## config.mk

```make
export PLATFORM = sky130hd
export DESIGN_NAME = wb_arbiter
export DESIGN_NICKNAME = d
export VERILOG_FILES = /design/src/rtl/wb_arb_pkg.sv /design/src/rtl/wb_arb_watchdog.sv /design/src/rtl/wb_arbiter.sv
export SDC_FILE = /design/constraint.sdc
export NUM_CORES = 1
export LEC_CHECK = 0
export BUFFER_PORTS_ARGS = -buffer_cell sky130_fd_sc_hd__buf_2
export CAP_MARGIN = 5
export CELL_PAD_IN_SITES_DETAIL_PLACEMENT = 1
export CELL_PAD_IN_SITES_GLOBAL_PLACEMENT = 1
export CORE_AREA = 2 2 124 126
export CTS_CLUSTER_SIZE = 30
export DETAILED_ROUTE_END_ITERATION = 7
export DIE_AREA = 0 0 126 128
export GPL_ROUTABILITY_DRIVEN = 0
export PLACE_DENSITY = 0.64
export SYNTH_ARGS = -nofsm -noshare
export SYNTH_HDL_FRONTEND = slang
export SYNTH_SLANG_ARGS = --single-unit
```

## constraint.sdc

```tcl
create_clock -name clk_i -period 3.66 [get_ports clk_i]
set_clock_uncertainty 0.15 [all_clocks]
set_input_delay 0.366 -clock clk_i [delete_from_list [all_inputs] [get_ports clk_i]]
set_output_delay 0.366 -clock clk_i [all_outputs]
set_load 0.01 [all_outputs]
```

## src/rtl/wb_arb_pkg.sv

```systemverilog
// Shared definitions for the two-master Wishbone B4 classic arbiter.
// Bus widths, default watchdog limit and FSM state encoding.
package wb_arb_pkg;

    localparam int WB_AW   = 32;
    localparam int WB_DW   = 32;
    localparam int WB_SELW = 4;

    localparam int unsigned TIMEOUT_DEF = 255;

    typedef enum logic [1:0] {
        IDLE  = 2'd0,
        OWN0  = 2'd1,
        OWN1  = 2'd2,
        DRAIN = 2'd3
    } arb_state_t;

endpackage

```

## src/rtl/wb_arb_watchdog.sv

```systemverilog
// Saturating 8-bit wait counter for a stalled slave access.
// Fires for one cycle when the count reaches TIMEOUT while enabled.
module wb_arb_watchdog #(
    parameter int unsigned TIMEOUT = 255
) (
    input  logic clk_i,
    input  logic rst_i,
    input  logic clr,
    input  logic en,
    output logic fire
);

    localparam logic [7:0] LIMIT = 8'(TIMEOUT);

    logic [7:0] cnt;

    always_ff @(posedge clk_i) begin
        if (rst_i || clr) begin
            cnt <= 8'd0;
        end else if (en && cnt != 8'hFF) begin
            cnt <= cnt + 8'd1;
        end
    end

    assign fire = en && (cnt == LIMIT);

endmodule

```

## src/rtl/wb_arbiter.sv

```systemverilog
// Round-robin two-master / one-slave Wishbone B4 classic arbiter.
// Grant is held for a whole cyc; a watchdog aborts hung accesses.
module wb_arbiter
    import wb_arb_pkg::*;
#(
    parameter int unsigned TIMEOUT = TIMEOUT_DEF
) (
    input  logic               clk_i,
    input  logic               rst_i,

    input  logic               m0_cyc_i,
    input  logic               m0_stb_i,
    input  logic               m0_we_i,
    input  logic [WB_AW-1:0]   m0_addr_i,
    input  logic [WB_DW-1:0]   m0_dat_i,
    input  logic [WB_SELW-1:0] m0_sel_i,
    output logic [WB_DW-1:0]   m0_dat_o,
    output logic               m0_ack_o,
    output logic               m0_err_o,

    input  logic               m1_cyc_i,
    input  logic               m1_stb_i,
    input  logic               m1_we_i,
    input  logic [WB_AW-1:0]   m1_addr_i,
    input  logic [WB_DW-1:0]   m1_dat_i,
    input  logic [WB_SELW-1:0] m1_sel_i,
    output logic [WB_DW-1:0]   m1_dat_o,
    output logic               m1_ack_o,
    output logic               m1_err_o,

    output logic               s_cyc_o,
    output logic               s_stb_o,
    output logic               s_we_o,
    output logic [WB_AW-1:0]   s_addr_o,
    output logic [WB_DW-1:0]   s_dat_o,
    output logic [WB_SELW-1:0] s_sel_o,
    input  logic [WB_DW-1:0]   s_dat_i,
    input  logic               s_ack_i,
    input  logic               s_err_i,

    output logic [1:0]         gnt_o
);

    arb_state_t state_q, state_d;
    logic       last_q, last_d;
    logic       own0, own1;
    logic       wd_en, wd_fire;

    assign own0 = (state_q == OWN0);
    assign own1 = (state_q == OWN1);

    always_ff @(posedge clk_i) begin
        if (rst_i) begin
            state_q <= IDLE;
            last_q  <= 1'b1;
        end else begin
            state_q <= state_d;
            last_q  <= last_d;
        end
    end

    always_comb begin
        state_d = state_q;
        last_d  = last_q;
        unique case (state_q)
            IDLE: begin
                if (m0_cyc_i && (!m1_cyc_i || last_q)) begin
                    state_d = OWN0;
                    last_d  = 1'b0;
                end else if (m1_cyc_i) begin
                    state_d = OWN1;
                    last_d  = 1'b1;
                end
            end
            OWN0: begin
                if (!m0_cyc_i)    state_d = IDLE;
                else if (wd_fire) state_d = DRAIN;
            end
            OWN1: begin
                if (!m1_cyc_i)    state_d = IDLE;
                else if (wd_fire) state_d = DRAIN;
            end
            DRAIN: begin
                // last still names the aborted owner here
                if (!(last_q ? m1_cyc_i : m0_cyc_i)) state_d = IDLE;
            end
            default: state_d = IDLE;
        endcase
    end

    always_comb begin
        s_cyc_o  = 1'b0;
        s_stb_o  = 1'b0;
        s_we_o   = 1'b0;
        s_addr_o = '0;
        s_dat_o  = '0;
        s_sel_o  = '0;
        if (own0) begin
            s_cyc_o  = m0_cyc_i;
            s_stb_o  = m0_stb_i;
            s_we_o   = m0_we_i;
            s_addr_o = m0_addr_i;
            s_dat_o  = m0_dat_i;
            s_sel_o  = m0_sel_i;
        end else if (own1) begin
            s_cyc_o  = m1_cyc_i;
            s_stb_o  = m1_stb_i;
            s_we_o   = m1_we_i;
            s_addr_o = m1_addr_i;
            s_dat_o  = m1_dat_i;
            s_sel_o  = m1_sel_i;
        end
    end

    // Reset suppresses any response to the access being aborted
    assign m0_ack_o = own0 && s_ack_i && !rst_i;
    assign m1_ack_o = own1 && s_ack_i && !rst_i;
    assign m0_err_o = own0 && (s_err_i || wd_fire) && !rst_i;
    assign m1_err_o = own1 && (s_err_i || wd_fire) && !rst_i;

    assign m0_dat_o = s_dat_i;
    assign m1_dat_o = s_dat_i;
    assign gnt_o    = {own1, own0};

    assign wd_en = s_stb_o && !s_ack_i && !s_err_i;

    wb_arb_watchdog #(
        .TIMEOUT (TIMEOUT)
    ) u_wd (
        .clk_i (clk_i),
        .rst_i (rst_i),
        .clr   (!wd_en),
        .en    (wd_en),
        .fire  (wd_fire)
    );

endmodule

```

==> results of run 1 <==
-- worst max-delay path, stage by stage (launching register included) --
cell	delay [ns]
dfxtp_1	0.53
nor2b_4	0.68
buf_4	0.51
a22o_1	0.25
buf_2	0.16
-- routing by layer --
layer / global-route usage / wire [um] / vias up
met4: 0.01745 / 61 / 2
met5: 0 / 13 / -
li1: - / - / 1099
met3: 0.03255 / 822 / 12
met2: 0.2094 / 5348 / 161
met1: 0.1492 / 4410 / 1104
-- sequential cells by signal, summed over array words and instances (netlist names) --
name      count
last_q        1
state_q       2
u_wd.cnt      8
-- metrics by stage --
| step | util | worst slack, ns | cell area, sq um | instances | total power, uW |
|---|---|---|---|---|---|
| 6_report | 0.1827 | 0.7276 | 2715 | 566 | 648.2 |
| 5_1_grt | 0.1825 | 0.5414 | 2713 | 565 | 685.6 |
| 4_1_cts | 0.1825 | 0.7064 | 2713 | 565 | 659.7 |
| 3_5_place_dp | 0.1772 | 0.9640 | 2634 | 561 | 452.5 |
| 3_3_place_gp | 0.1772 | 1.052 | 2634 | 561 | 445.7 |
| 2_1_floorplan | - | 1.649 | 1827 | 232 | 342.8 |
-- logic make-up (layout without fill, tap and decap cells) --
| kind of cell | Yosys count | count (layout) | share of synthesized area |
|---|---|---|---|
| AOI/OAI and AO/OA | 90 | 90 | 0.4062 |
| xor gates and xnor gates | 1 | 1 | 0.004795 |
| adders and majority gates | 1 | 1 | 0.006848 |
| buffers and inverters | 86 | 231 | 0.3199 |
| DFF | 11 | 11 | 0.1205 |
| muxes | 1 | 1 | 0.005480 |
| other | 0 | 1 | 0 |
| and+or+nand+nor | 42 | 42 | 0.1363 |
-- layout make-up --
cell class / count / area share
timing repair buffer: 225 / 0.4175
multi-input combinational: 135 / 0.3820
tap: 188 / 0.08664
sequential: 11 / 0.08111
clock buffer: 4 / 0.02903
inverter: 2 / 0.002765
antenna: 1 / 0.0009217
-- path summary, 6_finish.rpt --
kind / from / to / slack, ns / cells after the start
setup reg to reg: u_wd.cnt[0]$_SDFFE_PP0P_ / state_q[1]$_SDFFE_PP0P_ / 1.60 / 5
hold / removal: m0_cyc_i / state_q[1]$_SDFFE_PP0P_ / 0.27 / 2
setup / recovery: state_q[1]$_SDFFE_PP0P_ / s_addr_o[23] / 0.73 / 4
hold reg to reg: u_wd.cnt[7]$_SDFFE_PP0P_ / u_wd.cnt[7]$_SDFFE_PP0P_ / 0.36 / 1
-- layout by cell type, fill, tap and decap left out, types with 2 or more instances in the layout --
cell	count
a21oi_1	5
a22o_1	69
a31o_2	2
a31oi_1	5
and2_1	3
buf_2	222
buf_4	3
clkbuf_16	3
dfxtp_1	11
inv_1	2
nand2_1	6
nand3_1	2
nand3b_1	2
nand4_1	3
nor2_1	10
nor2b_1	3
nor2b_4	2
nor3_1	4
o21a_1	2
o21ai_0	3
o21bai_1	2
-- power groups by stage --
stage / Combinational, uW / Clock, uW / Sequential, uW
detailed placement: 320 / 0 / 133
CTS: 320 / 209 / 131
global route: 338 / 216 / 132
finish: 314 / 204 / 131
floorplan: 216 / 0 / 127
global placement: 313 / 0 / 132
==> run metrics, run 1 <==
outcome completed; sequential power share 0.202; CP max FO 40; Clock power frac 0.315; crit path DAT 2.42 ns; Switching Fraction 0.3463; Iter 0 DRT Violations 77; FP Rows 45; DR pass1 iterations 4; synth warn 0; final setup TNS 0 ns; Port Buffers 222; DRC Markers 0; clock tree buffer depth 2; final setup fails 0; maximum capacitance violations 0; Vias 2378; Post-synth top cells a22o_1, buf_4, clkbuf_1, dfxtp_1, nor2_1; FMAX 341.0 MHz; area of the multi-input gates 1037 sq um; RSZ-0062 raised after global routing false; ANT nets after route 0; filler cell count 1869; worst vdd ir 98.86 uV; die area 16130 sq um; final hold vios 0; Global Route Usage Sum 0.1193; most common cell in the synthesized netlist a22o_1; Logic pwr share 0.484; Rel. slew slack 0.5259; Synth cell types 33; I/O pins 319; htree depth 1; largest cells by area after synthesis a22o_1, buf_4, dfxtp_1; Post-synth EDFFs 0; drt wl/cell 18.83 um; Final Slew Violations 0; Worst Setup Start Kind flip-flop; type of the most critical hold path input port to flip-flop; Net Count, Synth 411; Die H 128 um; Mapped Cells 232; WL final 10660 um; first-pass GRT wire length 14720 um; #FFs+latches synth 11; number of buffers created by CTS 3; Cell Int Power 423.7 uW; antenna violations before repair 1; die boundary width 126 um; Cell Area, Synth 1827 sq um; Required @ worst endpoint 3.14 ns; Reg clk slew, reported paths 0.04 ns; Tmin final 2.932 ns; core box area 14860 sq um; Slew @ Worst Pin 0.7097 ns; postcts setup bufs 0; area grow syn2layout 48.63%; CTS tree built; P_sw 224.5 uW; number of global-route vias before repair 2382; HPWL after DPL 9454 um; clk_lat worst skew 0.24 ns; WS Path Type flip-flop to primary output; Synth top area share 0.3308; largest net degree at the start of global routing 41; Leakage 0.001507 uW; Fin Hold WS 0.2678 ns; Reg area 220.2 sq um; hold_buf cts 0; ys async rst share 0; initial core utilization 0.1229; top_reg_cell synth dfxtp_1; post-synthesis sequential area ratio 0.1205; Syn Area/Cell 7.874 sq um; cts repair resizes 0; top cell type by total area after synthesis a22o_1; clock sink total 11; Post-layout nets 557; DR vias/cell 4.201; Pwr Density 238.8 nW/um^2; Crit. End Element primary output; share of layout cells above drive strength 1 0.6207; gr ovfl total 0; ratio of final minimum period to clock period 0.8012; CTS root buf clkbuf_16
No activity file was read; power rests on OpenSTA's default activity.
==> run 2: changes to the inputs <==
==> constraint.sdc (replaced) <==
create_clock -name clk_i -period 2.7 [get_ports clk_i]
set_clock_uncertainty 0.15 [all_clocks]
set_input_delay 0.27 -clock clk_i [delete_from_list [all_inputs] [get_ports clk_i]]
set_output_delay 0.27 -clock clk_i [all_outputs]
set_load 0.01 [all_outputs]
==> run 2 against run 1 <==
Effect of this change:
- non-clock buffer count is 2 higher
- power is 38% higher
- routed wire length rose by 1.7%
- cell area up 2.3%
- utilization up 0.41 points
- combinational power up 41%
- first-iteration DRC count up 19%
- flip-flop and latch count stayed put
==> run metrics, run 2 (synthesized netlist as in run 1, its figures left out) <==
die boundary width 126 um; die area 16130 sq um; CP max FO 7; Reg clk slew, reported paths 0.04 ns; crit path DAT 2.09 ns; WL final 10840 um; Largest stage delay, worst path 0.40 ns; first-pass GRT wire length 14760 um; slowest CP cell dfxtp_1; worst vdd ir 101.0 uV; number of buffers created by CTS 3; initial core utilization 0.1229; postcts setup bufs 0; delay-heaviest family, CP simple AND/OR/NAND/NOR gates; I/O pins 319; commonest non-fill, non-tap cell in the layout buf_2; crit path launch u_wd.cnt[0]$_SDFFE_PP0P_; most frequent cells in the layout buf_2, a22o_1, dfxtp_1; outcome completed; Fin Hold WS 0.1845 ns; Iter 0 DRT Violations 92; largest net degree at the start of global routing 42; RR Startpoint u_wd.cnt[0]$_SDFFE_PP0P_; CTS root buf clkbuf_16; DR pass1 iterations 4; Tmin final 2.513 ns; Worst Setup Start Kind flip-flop; RSZ-0062 raised after global routing false; final instance area 2776 sq um; hold_buf cts 0; filler cell count 1865; ANT nets after route 0; Hold Crit Start rst_i; share of layout cells above drive strength 1 0.6227; Post-layout nets 559; Crit. End Element primary output; number of global-route vias before repair 2489; Required @ worst endpoint 2.28 ns; final setup TNS 0 ns; type of the most critical hold path input port to flip-flop; htree depth 1; Worst Hold End last_q$_SDFFE_PP1P_; max reg flops 8; hold depth 2; Die H 128 um; Vias 2408; Util after Layout 0.1868; antenna violations before repair 2; r2r endpoint state_q[1]$_SDFFE_PP0P_; Crit. path cell count 6; Pwr Density 322.0 nW/um^2; ratio of final minimum period to clock period 0.9306; WS Path Type flip-flop to primary output; FP Rows 45; HPWL after DPL 9727 um; Top reg by flops u_wd.cnt; Global Route Usage Sum 0.1185; area grow syn2layout 51.99%; Final Slew Violations 0; Largest regs u_wd.cnt: 8 flops, state_q: 2 flops, last_q: 1 flops; CTS tree built; Worst R2R Path Depth 5; gr ovfl total 0; placed instance count 563; crit-path cells ha_1, nand4_1, nor2_1, nor4b_4, o21a_1, buf_2; DRC Markers 0; R2R Setup Slk 0.73 ns; cts repair resizes 0; Rel. slew slack 0.6736; FMAX 398.0 MHz; clk_lat worst skew 0.24 ns; worst path buffer plus inverter count 1; DR vias/cell 4.239; core box area 14860 sq um; final setup fails 0; maximum capacitance violations 0; drt wl/cell 19.08 um; Port Buffers 222; final hold vios 0; Slew @ Worst Pin 0.4889 ns; Leakage 0.001532 uW; Final Non-Filler Cells 568; clock tree buffer depth 2; placed inst area 2686 sq um; clock sink total 11
## run 2: cell count changes in the layout (fill, tap and decap cells not counted)
| cell | previous run | this run |
|---|---|---|
| nor4b_4 | 0 | 1 |
| buf_12 | 0 | 3 |
| buf_4 | 3 | 2 |
| nor4b_2 | 1 | 0 |
## run 2: worst max-delay path by stage
stage               slack, ns  endpoint
floorplan                0.79  m0_err_o
global placement         0.56  m1_err_o
detailed placement       0.47  m1_err_o
CTS                      0.15  m1_err_o
global route             0.04  m1_err_o
finish                   0.19  m1_err_o
## run 2: where the power goes
part | total (uW) | switching, uW | leakage, uW | internal [uW]
clock | 273 | 74.7 | 0.0000382 | 198
combinational | 443 | 223 | 0.00140 | 220
sequential | 177 | 10.3 | 0.0000892 | 167
## run 2: area by class of cell
| type | count | area, sq um | area share |
|---|---|---|---|
| Multi-Input combinational cell | 135 | 1046 | 0.3767 |
| Clock buffer | 4 | 78.83 | 0.02839 |
| Tap cell | 188 | 235.2 | 0.08472 |
| Timing Repair Buffer | 227 | 1186 | 0.4272 |
| Antenna cell | 1 | 2.502 | 0.0009013 |
| Sequential cell | 11 | 220.2 | 0.07932 |
| Inverter | 2 | 7.507 | 0.002704 |
## run 2: per-stage QoR
stage,worst slack (ns),total power (uW)
after detailed placement,0.4670,628.4
after global placement,0.5555,619.9
final,0.1874,893.9
after floorplan,0.7851,464.7
after global routing,0.03664,939.5
after CTS,0.1519,908.0
## run 2: per-layer routing
layer  share of wire  wire, um  global-route usage  up-vias
met2            0.51      5566              0.2151      146
li1                -         -                   -     1104
met3           0.073       795             0.03047        9
met1            0.41      4427              0.1454     1147
met5          0.0012        13                   0        -
met4          0.0035        38             0.01357        2
## run 2: worst reg2reg max path, cell delays in order, from the launching register on
cell and delay [ns]:
dfxtp_1 0.40, ha_1 0.31, nand4_1 0.15, nor2_1 0.32, nor4b_4 0.37, a31o_2 0.21
